--- src/rtl/div.sv ---
// Multi-cycle restoring divider: one quotient bit per cycle, signed or unsigned,
// with divide-by-zero short path, pipeline-flush cancel and {remainder, quotient} result.
module div #(
  parameter int WIDTH = 32
) (
  input  logic               clk,
  input  logic               rst,
  input  logic               signed_div_i,
  input  logic [WIDTH-1:0]   opdata1_i,
  input  logic [WIDTH-1:0]   opdata2_i,
  input  logic               start_i,
  input  logic               annul_i,
  output logic [2*WIDTH-1:0] result_o,
  output logic               ready_o
);

  localparam int CW = $clog2(WIDTH + 1);
  localparam logic [CW-1:0] CNT_LAST = CW'(WIDTH);

  typedef enum logic [1:0] {S_FREE, S_BYZERO, S_ON, S_END} state_t;

  state_t           state_reg;
  logic [CW-1:0]    cnt_reg;
  logic [WIDTH-1:0] dividend_reg;
  logic [WIDTH-1:0] divisor_reg;
  logic [WIDTH-1:0] rem_reg;
  logic [WIDTH-1:0] quot_reg;
  logic             neg_quot_reg;
  logic             neg_rem_reg;

  logic             op1_neg;
  logic             op2_neg;
  logic [WIDTH-1:0] op1_mag;
  logic [WIDTH-1:0] op2_mag;
  logic [WIDTH:0]   shifted;
  logic [WIDTH:0]   diff;

  // The core always divides magnitudes; signs are reapplied once at the end.
  assign op1_neg = signed_div_i & opdata1_i[WIDTH-1];
  assign op2_neg = signed_div_i & opdata2_i[WIDTH-1];
  assign op1_mag = op1_neg ? -opdata1_i : opdata1_i;
  assign op2_mag = op2_neg ? -opdata2_i : opdata2_i;

  // A set top bit of diff means the trial subtraction went negative.
  assign shifted = {rem_reg, dividend_reg[WIDTH-1]};
  assign diff    = shifted - {1'b0, divisor_reg};

  always_ff @(posedge clk or negedge rst) begin
    if (!rst) begin
      state_reg    <= S_FREE;
      cnt_reg      <= '0;
      dividend_reg <= '0;
      divisor_reg  <= '0;
      rem_reg      <= '0;
      quot_reg     <= '0;
      neg_quot_reg <= 1'b0;
      neg_rem_reg  <= 1'b0;
      result_o     <= '0;
      ready_o      <= 1'b0;
    end else begin
      case (state_reg)
        S_FREE: begin
          result_o <= '0;
          ready_o  <= 1'b0;
          if (start_i && !annul_i) begin
            dividend_reg <= op1_mag;
            divisor_reg  <= op2_mag;
            neg_quot_reg <= op1_neg ^ op2_neg;
            neg_rem_reg  <= op1_neg;
            rem_reg      <= '0;
            quot_reg     <= '0;
            cnt_reg      <= '0;
            state_reg    <= (opdata2_i == '0) ? S_BYZERO : S_ON;
          end
        end
        S_BYZERO: begin
          if (annul_i) begin
            state_reg <= S_FREE;
          end else begin
            rem_reg   <= '0;
            quot_reg  <= '0;
            state_reg <= S_END;
          end
        end
        S_ON: begin
          if (annul_i) begin
            state_reg <= S_FREE;
          end else if (cnt_reg == CNT_LAST) begin
            quot_reg  <= neg_quot_reg ? -quot_reg : quot_reg;
            rem_reg   <= neg_rem_reg ? -rem_reg : rem_reg;
            state_reg <= S_END;
          end else begin
            rem_reg      <= diff[WIDTH] ? shifted[WIDTH-1:0] : diff[WIDTH-1:0];
            quot_reg     <= {quot_reg[WIDTH-2:0], ~diff[WIDTH]};
            dividend_reg <= {dividend_reg[WIDTH-2:0], 1'b0};
            cnt_reg      <= cnt_reg + CW'(1);
          end
        end
        S_END: begin
          if (start_i) begin
            result_o <= {rem_reg, quot_reg};
            ready_o  <= 1'b1;
          end else begin
            result_o  <= '0;
            ready_o   <= 1'b0;
            state_reg <= S_FREE;
          end
        end
        default: state_reg <= S_FREE;
      endcase
    end
  end

endmodule
--- config.mk ---
export PLATFORM = sky130hd
export DESIGN_NAME = div
export DESIGN_NICKNAME = d
export VERILOG_FILES = /design/src/rtl/div.sv
export SDC_FILE = /design/constraint.sdc
export NUM_CORES = 1
export LEC_CHECK = 0
export BUFFER_PORTS_ARGS = -buffer_cell sky130_fd_sc_hd__buf_2
export CAP_MARGIN = 10
export CORE_ASPECT_RATIO = 0.7
export CORE_MARGIN = 3
export CORE_UTILIZATION = 50
export DETAILED_ROUTE_END_ITERATION = 6
export PLACE_DENSITY = 0.68
export SLEW_MARGIN = 20
export SYNTH_ARGS = -nofsm -noshare
export SYNTH_HDL_FRONTEND = slang
export SYNTH_SLANG_ARGS = --single-unit
--- constraint.sdc ---
create_clock -name clk -period 3.33 [get_ports clk]
set_input_delay 0 -clock clk [delete_from_list [all_inputs] [get_ports clk]]
set_output_delay 0 -clock clk [all_outputs]
set_load 0.02 [all_outputs]
==> flow_summary_export.csv, run 1 <==
group,metric,value,unit
cells_and_area,design_area,0.0158,mm²
cts,cts_root_buf,"clkbuf_16",
synth,syn_avg_cell_area,8.26,µm²
grt,antenna_found_initial,1,
synth,synth_edf_count,0,
cells_and_area,drive_gt1_share,14.6,%
cts,path_clk_slew,0.07,ns
sta,setup_ws,0.159,ns
cts,cts_tree,"yes",
cells_and_area,regMostFlops,"result_o",
cells_and_area,largest_reg_flops,64,
cells_and_area,fill_cells,2126,
die,die_area,0.0279,mm²
cells_and_area,nets,1874,
synth,synth_nets,1682,
synth,ys_warn_count,0,
die,coreArea,0.0250,mm²
power_and_ir_drop,powerDensity,987,mW/mm²
place,gp_congestion,0.958,
cts,cts_sinks,203,
power_and_ir_drop,switching_share,47.8,%
drt,drcViolationCount,0,
grt,grt_max_degree,96,
setup_path,end_kind,"register",
run,maxCapViolCount,0,
die,rows,48,
drt,vias_per_cell,6.06,
power_and_ir_drop,p_switching,7.46,mW
synth,synth_seq_cells,203,
grt,grt-ovfl-total,0,
drt,ant_nets,0,
power_and_ir_drop,p_comb_share,58.5,%
die,ios,134,
cells_and_area,synthToLayoutAreaGrowth,21.8,%
setup_path,critPathKind,"reg -> reg",
place,placed_area,0.0142,mm²
synth,async_flop_share,100,%
sta,skew,0.0301,ns
cts,clk_latency,0.53,ns
place,portBuffers,133,
cts,cts_buffers,22,
die,dieHeight,141,µm
cts,cts_buffer_depth,3,
synth,synthFlopType,"dfrtp_1",
synth,netlist_instances,1570,
drt,dr.pass1.iters,6,
sta,setup_violations,0,
drt,via_count,12700,
cells_and_area,antenna_cells,0,
power_and_ir_drop,vdd_drop_max,0.466,mV
outcome,status,"completed",
power_and_ir_drop,p_int,8.13,mW
synth,syn_area,0.0130,mm²
drt,wirelength,40700,µm
sta,period_share,95.2,%
drt,wl_per_cell,19.3,µm
sta,slew_headroom,31.5,%
setup_path,crit_path_max_fanout,17,
setup_path,cp.required,3.74,ns
cells_and_area,seq_area,0.00508,mm²
die,die_w,198,µm
place,post-place-ws,-0.163,ns
sta,hold_viol,0,
sta,rsz0062_at_grt,"true",
drt,drtIter0Drc,1335,
power_and_ir_drop,pwr-share-clk,17.5,%
synth,seq_area_frac_synth,39.2,%
sta,max_freq,0.315,GHz
power_and_ir_drop,leakagePower,7.37,nW
synth,synth_cell_types,65,
cells_and_area,multi_input_area,0.00734,mm²
sta,slew_viol_final,0,
setup_path,reg2reg_slack,0.16,ns
grt,grt.total_usage,28.7,%
sta,period_minus_slack,3.17,ns
sta,whs,0.0307,ns
place,dp_hpwl,28600,µm
cts,htree_num_levels,1,
setup_path,worstPathArrival,3.58,ns
die,start_util,51.8,%
min_path,hp-class,"in -> reg",
setup_path,critPathLaunchType,"register",
sta,tightest_slew,1.03,ns
grt,grt_pass1_vias,11500,
grt,grt_pass1_wl,64800,µm
power_and_ir_drop,seqPwrFrac,24.0,%
power groups by stage:
stage                     sequential (mW)  combinational [mW]  clock, mW
final                                3.74                9.11       2.73
after detailed placement             3.74                8.53          0
after floorplan                      3.55                5.96          0
after global routing                 3.81                10.0       2.89
after global placement               3.72                8.47          0
after CTS                            3.70                8.65       2.78
repair_timing:
item,in CTS,in global routing
setup buffers,0,1
resized for setup,2,6
pin swaps,0,1
setup endpoints to repair,22,29
endpoints found under the hold margin,156,0
hold buffers,73,0
gates cloned,0,1
cells in the mapped netlist (all sizes together), types with 9 or more instances:
cell	n	share of area [%]
xnor2	44	3.0
ha	42	4.1
o31ai	16	0.93
nor4	16	0.77
nand4	9	0.43
mux2i	10	0.77
inv	65	1.9
o21a	13	0.75
a21o	11	0.64
o21ai	192	7.4
nor3	59	2.3
a21oi	136	5.3
a22o	77	5.2
nor2	143	4.1
buf	11	0.37
or4	19	1.2
xor2	42	2.8
dfrtp	203	39
clkbuf	88	2.5
nand2	172	5.0
nand3	24	0.93
a31oi	10	0.48
and2	9	0.43
or3	22	1.1
o211ai	12	0.73
critical path: stages (launching register included):
cell      delay [ns]
dfrtp_1         0.44
ha_1            0.32
a211o_1         0.31
a31oi_2         0.19
o21ai_0         0.10
a221o_1         0.35
a2111o_1        0.44
o211ai_4        0.17
buf_12          0.20
mux2i_1         0.20
o22ai_1         0.11
a22o_1          0.21
kinds of logic (layout without fill, tap and decap cells):
kind of cell,Yosys count,count (layout),share of synthesized area [%]
adder cells (fa/ha/maj),43,43,4.21
flip-flops,203,203,39.2
XOR/XNOR,86,86,5.81
AND/OR/NAND/NOR,514,514,18.4
buffers and inverters,164,372,4.80
AO/OA/AOI/OAI,549,549,26.7
multiplexers,11,11,0.859
final timing paths:
| path | from | end | cells after the start |
|---|---|---|---|
| max reg2reg | rem_reg[24]$_DFFE_PN0P_ | rem_reg[5]$_DFFE_PN0P_ | 11 |
| max in group asynchronous | rst | cnt_reg[3]$_DFFE_PN0P_ | 3 |
| min | opdata1_i[24] | dividend_reg[24]$_DFFE_PN0P_ | 5 |
| min reg2reg | dividend_reg[5]$_DFFE_PN0P_ | dividend_reg[5]$_DFFE_PN0P_ | 2 |
| max | rem_reg[24]$_DFFE_PN0P_ | rem_reg[5]$_DFFE_PN0P_ | 11 |
| min in group asynchronous | rst | result_o[41]$_DFFE_PN0P_ | 2 |
stage by stage:
step	power [mW]	utilization [%]	setup TNS [ns]	std cells
floorplan	9.51	-	0	1570
global placement	12.2	56.6	0	1988
detailed placement	12.3	56.6	-1.18	1988
CTS	15.1	62.7	0	2101
global route	16.7	63.0	-0.0264	2103
finish	15.6	63.0	0	2103
cell usage in the layout, fill, tap and decap left out, drive strengths merged, types with 9 or more instances in the layout:
cell         count
a21o            11
o211ai          12
a21oi          136
inv             68
mux2i           10
dfrtp          203
o31ai           16
nand3           24
xor2            42
or3             22
nor2           143
dlygate4sd3     73
clkbuf          26
a31oi           10
xnor2           44
o21ai          192
nor4            16
nand4            9
a22o            77
o21a            13
or4             19
buf            192
nor3            59
and2             9
nand2          172
ha              42
metal layers:
| layer | up-vias | wire [µm] | GRT usage [%] |
|---|---|---|---|
| met2 | 608 | 15500 | 37.5 |
| met1 | 6029 | 20000 | 47.1 |
| li1 | 6060 | - | - |
| met4 | 2 | 558 | 4.18 |
| met5 | - | 12 | 0 |
| met3 | 50 | 4540 | 8.10 |
area by class of cell:
class                      instances  share of cell area [%]
clock buffer                      24                    3.60
clock inverter                    16                    1.48
inverter                          65                    1.55
multi-input combinational       1203                    46.5
sequential                       203                    32.2
tap                              325                    2.58
timing repair buffer             267                    12.1
(Power assumes the default switching activity.)
==> run 2, diff against run 1 <==
--- a/config.mk
+++ b/config.mk
@@ -11,7 +11,7 @@
 export CORE_MARGIN = 3
 export CORE_UTILIZATION = 50
 export DETAILED_ROUTE_END_ITERATION = 6
-export PLACE_DENSITY = 0.68
+export PLACE_DENSITY = 0.69
 export SLEW_MARGIN = 20
 export SYNTH_ARGS = -nofsm -noshare
 export SYNTH_HDL_FRONTEND = slang
==> constraint.sdc (replaced) <==
create_clock -name clk -period 3.33 [get_ports clk]
set_input_delay 0 -clock clk [delete_from_list [all_inputs] [get_ports clk]]
set_output_delay 0 -clock clk [all_outputs]
set_load 0.05 [all_outputs]
==> flow_summary_export.csv, run 2 (same netlist as run 1, synthesis figures left out) <==
group,metric,value,unit
outcome,status,"completed",
drt,dr.pass1.iters,5,
drt,wirelength,41300,µm
cts,htree_num_levels,1,
die,coreArea,0.0250,mm²
min_path,hp-class,"in -> reg",
place,dp_hpwl,28700,µm
sta,period_share,96.8,%
grt,use_met3,7.91,%
place,placed_area,0.0142,mm²
power_and_ir_drop,powerDensity,1000,mW/mm²
grt,grt.total_usage,28.7,%
sta,tightest_slew,0.875,ns
sta,setup_violations,0,
grt,grt_max_degree,95,
die,die_w,198,µm
place,post-place-ws,-0.0253,ns
setup_path,worstPathArrival,3.69,ns
sta,max_freq,0.310,GHz
cells_and_area,antenna_cells,0,
sta,hold_viol,0,
sta,skew,0.0249,ns
cells_and_area,drive_gt1_share,15.6,%
cells_and_area,fin_util,63.4,%
drt,vias_per_cell,6.06,
grt,met2_usage,38.3,%
drt,drtIter0Drc,1124,
grt,grt-ovfl-total,0,
drt,ant_nets,0,
cells_and_area,most-common-layout-cells,"203 x dfrtp_1, 187 x o21ai_0, 172 x nand2_1",
cts,cts_root_buf,"clkbuf_16",
cells_and_area,synthToLayoutAreaGrowth,22.4,%
grt,busiest_layer,"met1",
die,start_util,51.8,%
setup_path,critPathLaunchType,"register",
cells_and_area,regMostFlops,"result_o",
drt,via_count,12800,
cts,cts_sinks,203,
drt,wl_per_cell,19.5,µm
place,portBuffers,133,
sta,setup_ws,0.108,ns
power_and_ir_drop,vdd_drop_max,0.491,mV
place,gp_congestion,0.993,
run,maxCapViolCount,0,
die,rows,48,
setup_path,cp.required,3.80,ns
setup_path,critPathKind,"reg -> reg",
cells_and_area,design_area,0.0159,mm²
setup_path,end_kind,"register",
cts,cts_buffers,23,
cts,clk_latency,0.53,ns
sta,whs,0.0163,ns
cells_and_area,layout_commonest_cell,"dfrtp_1",
cts,cts_buffer_depth,3,
sta,period_minus_slack,3.22,ns
grt,grt_use_met1,46.1,%
power_and_ir_drop,leakagePower,7.42,nW
sta,finalSetupTns,0,ns
die,dieHeight,141,µm
grt,antenna_found_initial,0,
setup_path,crit_path_max_fanout,7,
die,die_area,0.0279,mm²
drt,drcViolationCount,0,
cts,path_clk_slew,0.06,ns
grt,grt_pass1_wl,64700,µm
grt,grt_pass1_vias,11800,
cells_and_area,largest_reg_flops,64,
sta,slew_headroom,41.6,%
sta,slew_viol_final,0,
cells_and_area,nets,1884,
die,ios,134,
cts,cts_tree,"yes",
## run 2: metrics by stage
stage               total power [mW]  cells
finish                          15.9   2112
global route                    17.0   2112
CTS                             15.1   2100
detailed placement              12.4   1994
global placement                12.3   1994
floorplan                       9.57   1570
## run 2: cell type report
class / instances / area (µm²)
Fill cell: 2144 / 9170
Multi-Input combinational cell: 1203 / 7390
Sequential cell: 203 / 5080
Timing Repair Buffer: 276 / 2010
Clock buffer: 33 / 673
Tap cell: 325 / 407
Inverter: 65 / 244
Clock inverter: 7 / 66.3
## run 2: timing repair
| item | CTS | global route |
|---|---|---|
| endpoints found under the setup margin | 3 | 26 |
| resized for setup | 1 | 21 |
| hold endpoints to repair | 151 | 0 |
| hold buffers | 66 | 0 |
| cloned | 0 | 2 |
| setup buffers | 0 | 10 |
| pin swaps | 0 | 8 |
## run 2: path summary, 6_finish.rpt
kind / start / endpoint / slack [ns] / depth (start not counted)
min in group asynchronous: rst / result_o[39]$_DFFE_PN0P_ / 0.06 / 2
max: dividend_reg[31]$_DFFE_PN0P_ / rem_reg[20]$_DFFE_PN0P_ / 0.11 / 15
min reg2reg: divisor_reg[31]$_DFFE_PN0P_ / divisor_reg[31]$_DFFE_PN0P_ / 0.48 / 2
max reg2reg: dividend_reg[31]$_DFFE_PN0P_ / rem_reg[20]$_DFFE_PN0P_ / 0.11 / 15
max in group asynchronous: rst / result_o[23]$_DFFE_PN0P_ / 2.36 / 3
min: opdata1_i[18] / dividend_reg[18]$_DFFE_PN0P_ / 0.02 / 5
## run 2: where the power goes
group          internal (mW)  switching (mW)
registers               3.09           0.600
logic                   3.72            5.97
clock network           1.48            1.03
total                   8.29            7.60
## run 2: routing by layer
| metal | wire, µm | up-vias |
|---|---|---|
| li1 | - | 6095 |
| met1 | 20100 | 6045 |
| met2 | 16000 | 601 |
| met3 | 4390 | 64 |
| met4 | 741 | 0 |
| met5 | 0 | - |
## run 2: critical path: stages, from the launching register on
cell and delay, ns:
dfrtp_1 0.37, inv_1 0.09, ha_2 0.20, fa_2 0.21
nand2b_4 0.15, a21oi_4 0.07, o41ai_4 0.36, o21ai_1 0.13
buf_4 0.17, a2111o_1 0.40, o211ai_4 0.24, clkbuf_16 0.25
buf_4 0.17, nand2_1 0.07, o211ai_1 0.09, a32o_1 0.18
==> run 3, diff against run 2 <==
--- a/config.mk
+++ b/config.mk
@@ -11,7 +11,9 @@
 export CORE_MARGIN = 3
 export CORE_UTILIZATION = 50
 export DETAILED_ROUTE_END_ITERATION = 6
+export GPL_TIMING_DRIVEN = 0
 export PLACE_DENSITY = 0.69
+export SETUP_SLACK_MARGIN = 0.4
 export SLEW_MARGIN = 20
 export SYNTH_ARGS = -nofsm -noshare
 export SYNTH_HDL_FRONTEND = slang
==> flow_summary_export.csv, run 3 (same netlist as run 1, synthesis figures left out) <==
group,metric,value,unit
grt,grt_pass1_wl,69500,µm
sta,setup_violations,0,
sta,finalSetupTns,0,ns
die,start_util,51.8,%
place,dp_hpwl,30400,µm
die,ios,134,
cells_and_area,most-common-layout-cells,"187 x dfrtp_1, 174 x o21ai_0, 168 x nand2_1",
sta,period_share,94.7,%
cts,cts_tree,"yes",
die,coreArea,0.0250,mm²
grt,grt_pass1_vias,12400,
cells_and_area,nets,1946,
cells_and_area,synthToLayoutAreaGrowth,28.3,%
sta,max_freq,0.317,GHz
sta,slew_headroom,42.5,%
cells_and_area,drive_gt1_share,18.9,%
cts,htree_num_levels,1,
die,die_w,198,µm
sta,skew,0.0109,ns
power_and_ir_drop,powerDensity,1050,mW/mm²
sta,tightest_slew,0.863,ns
drt,wl_per_cell,20.6,µm
cells_and_area,fin_cells,2175,
run,maxCapViolCount,0,
setup_path,crit_path_max_fanout,5,
drt,via_count,13500,
power_and_ir_drop,vdd_drop_max,0.493,mV
drt,vias_per_cell,6.20,
power_and_ir_drop,leakagePower,7.56,nW
cells_and_area,largest_reg_flops,64,
die,rows,48,
die,die_area,0.0279,mm²
sta,slew_viol_final,0,
cts,cts_sinks,203,
place,dp.cells,2030,
min_path,hp-class,"in -> reg",
sta,whs,0.0101,ns
setup_path,end_kind,"register",
drt,drtIter0Drc,1577,
outcome,status,"completed",
place,portBuffers,133,
cts,cts_buffers,22,
sta,rsz0062_at_grt,"true",
grt,grt_max_degree,90,
power_and_ir_drop,finalPower,17.5,mW
drt,wirelength,44700,µm
sta,setup_ws,0.178,ns
place,gp_congestion,0.971,
drt,ant_nets,0,
cts,path_clk_slew,0.06,ns
cts,cts_buffer_depth,3,
sta,hold_viol,0,
setup_path,critPathKind,"reg -> reg",
place,post-place-ws,-0.602,ns
sta,period_minus_slack,3.15,ns
grt,grt-ovfl-total,0,
grt,grt.total_usage,31.0,%
cells_and_area,regMostFlops,"result_o",
drt,dr.pass1.iters,6,
die,dieHeight,141,µm
setup_path,cp.required,3.73,ns
cells_and_area,layout_commonest_cell,"dfrtp_1",
grt,antenna_found_initial,0,
drt,drcViolationCount,0,
cts,cts_root_buf,"clkbuf_16",
setup_path,critPathLaunchType,"register",
setup_path,worstPathArrival,3.55,ns
cts,clk_latency,0.52,ns
[run 3: changes by cell type in the layout (fill, tap and decap cells not counted), moves of 10 or more]
cell | previous run | this run
buf_4 | 69 | 22
dfrtp_1 | 203 | 187
nor3_1 | 58 | 48
clkbuf_2 | 0 | 20
a21oi_2 | 2 | 12
a21oi_1 | 133 | 120
clkbuf_1 | 4 | 67
o21ai_0 | 187 | 174
dfrtp_2 | 0 | 16
[run 3: final timing paths]
check	startpoint	to	slack (ns)	cells past startpoint
max	divisor_reg[3]$_DFFE_PN0P_	rem_reg[5]$_DFFE_PN0P_	0.18	13
min reg2reg	divisor_reg[19]$_DFFE_PN0P_	divisor_reg[19]$_DFFE_PN0P_	0.48	2
max in group asynchronous	rst	result_o[39]$_DFFE_PN0P_	1.61	4
max reg2reg	divisor_reg[3]$_DFFE_PN0P_	rem_reg[5]$_DFFE_PN0P_	0.18	13
min in group asynchronous	rst	result_o[50]$_DFFE_PN0P_	0.51	3
min	opdata1_i[1]	dividend_reg[1]$_DFFE_PN0P_	0.01	5
[run 3: power breakdown]
part / switching, mW / internal, mW
Combinational: 6.74 / 4.31
Clock: 1.03 / 1.59
Sequential: 0.740 / 3.10
[run 3: repair_timing]
action                                  4_1_cts  5_1_grt
pin swaps                                    23       27
hold buffers                                 69        0
endpoints found under the hold margin       262        0
gates cloned                                  8        0
endpoints found under the setup margin       88       64
setup buffers                                13       15
resized for setup                           102      103
[run 3: per-layer routing]
| layer | up-vias | track usage, % | routed length [µm] | part of all wire (%) |
|---|---|---|---|---|
| li1 | 6229 | - | - | - |
| met2 | 741 | 43.0 | 18000 | 40 |
| met1 | 6412 | 48.1 | 20200 | 45 |
| met3 | 107 | 8.12 | 5320 | 12 |
| met4 | 0 | 7.21 | 1170 | 2.6 |
| met5 | - | 0 | 0 | 0 |
[run 3: final cells by class]
| type | instances | area (µm²) |
|---|---|---|
| Fill cell | 2056 | 8420 |
| Multi-Input combinational cell | 1205 | 7860 |
| Sequential cell | 203 | 5100 |
| Timing Repair Buffer | 238 | 1780 |
| Clock buffer | 25 | 593 |
| Buffer | 99 | 462 |
| Tap cell | 325 | 407 |
| Inverter | 65 | 244 |
| Clock inverter | 14 | 176 |
| Antenna cell | 1 | 2.50 |
[run 3: through the flow]
step / cell area, µm² / util, %
global route: 16600 / 66.4
floorplan: 13000 / -
global placement: 14000 / 56.1
detailed placement: 14100 / 56.3
finish: 16600 / 66.4
CTS: 16100 / 64.5
[run 3: worst max-delay path: stages, from the launching register on]
cell      delay, ns
dfrtp_1        0.40
inv_2          0.15
ha_4           0.24
o211ai_1       0.27
a21oi_4        0.06
o41ai_4        0.34
o21ai_4        0.15
a2111o_1       0.45
buf_6          0.17
o211ai_4       0.13
buf_6          0.14
mux2i_1        0.18
o22ai_1        0.10
a22o_1         0.24
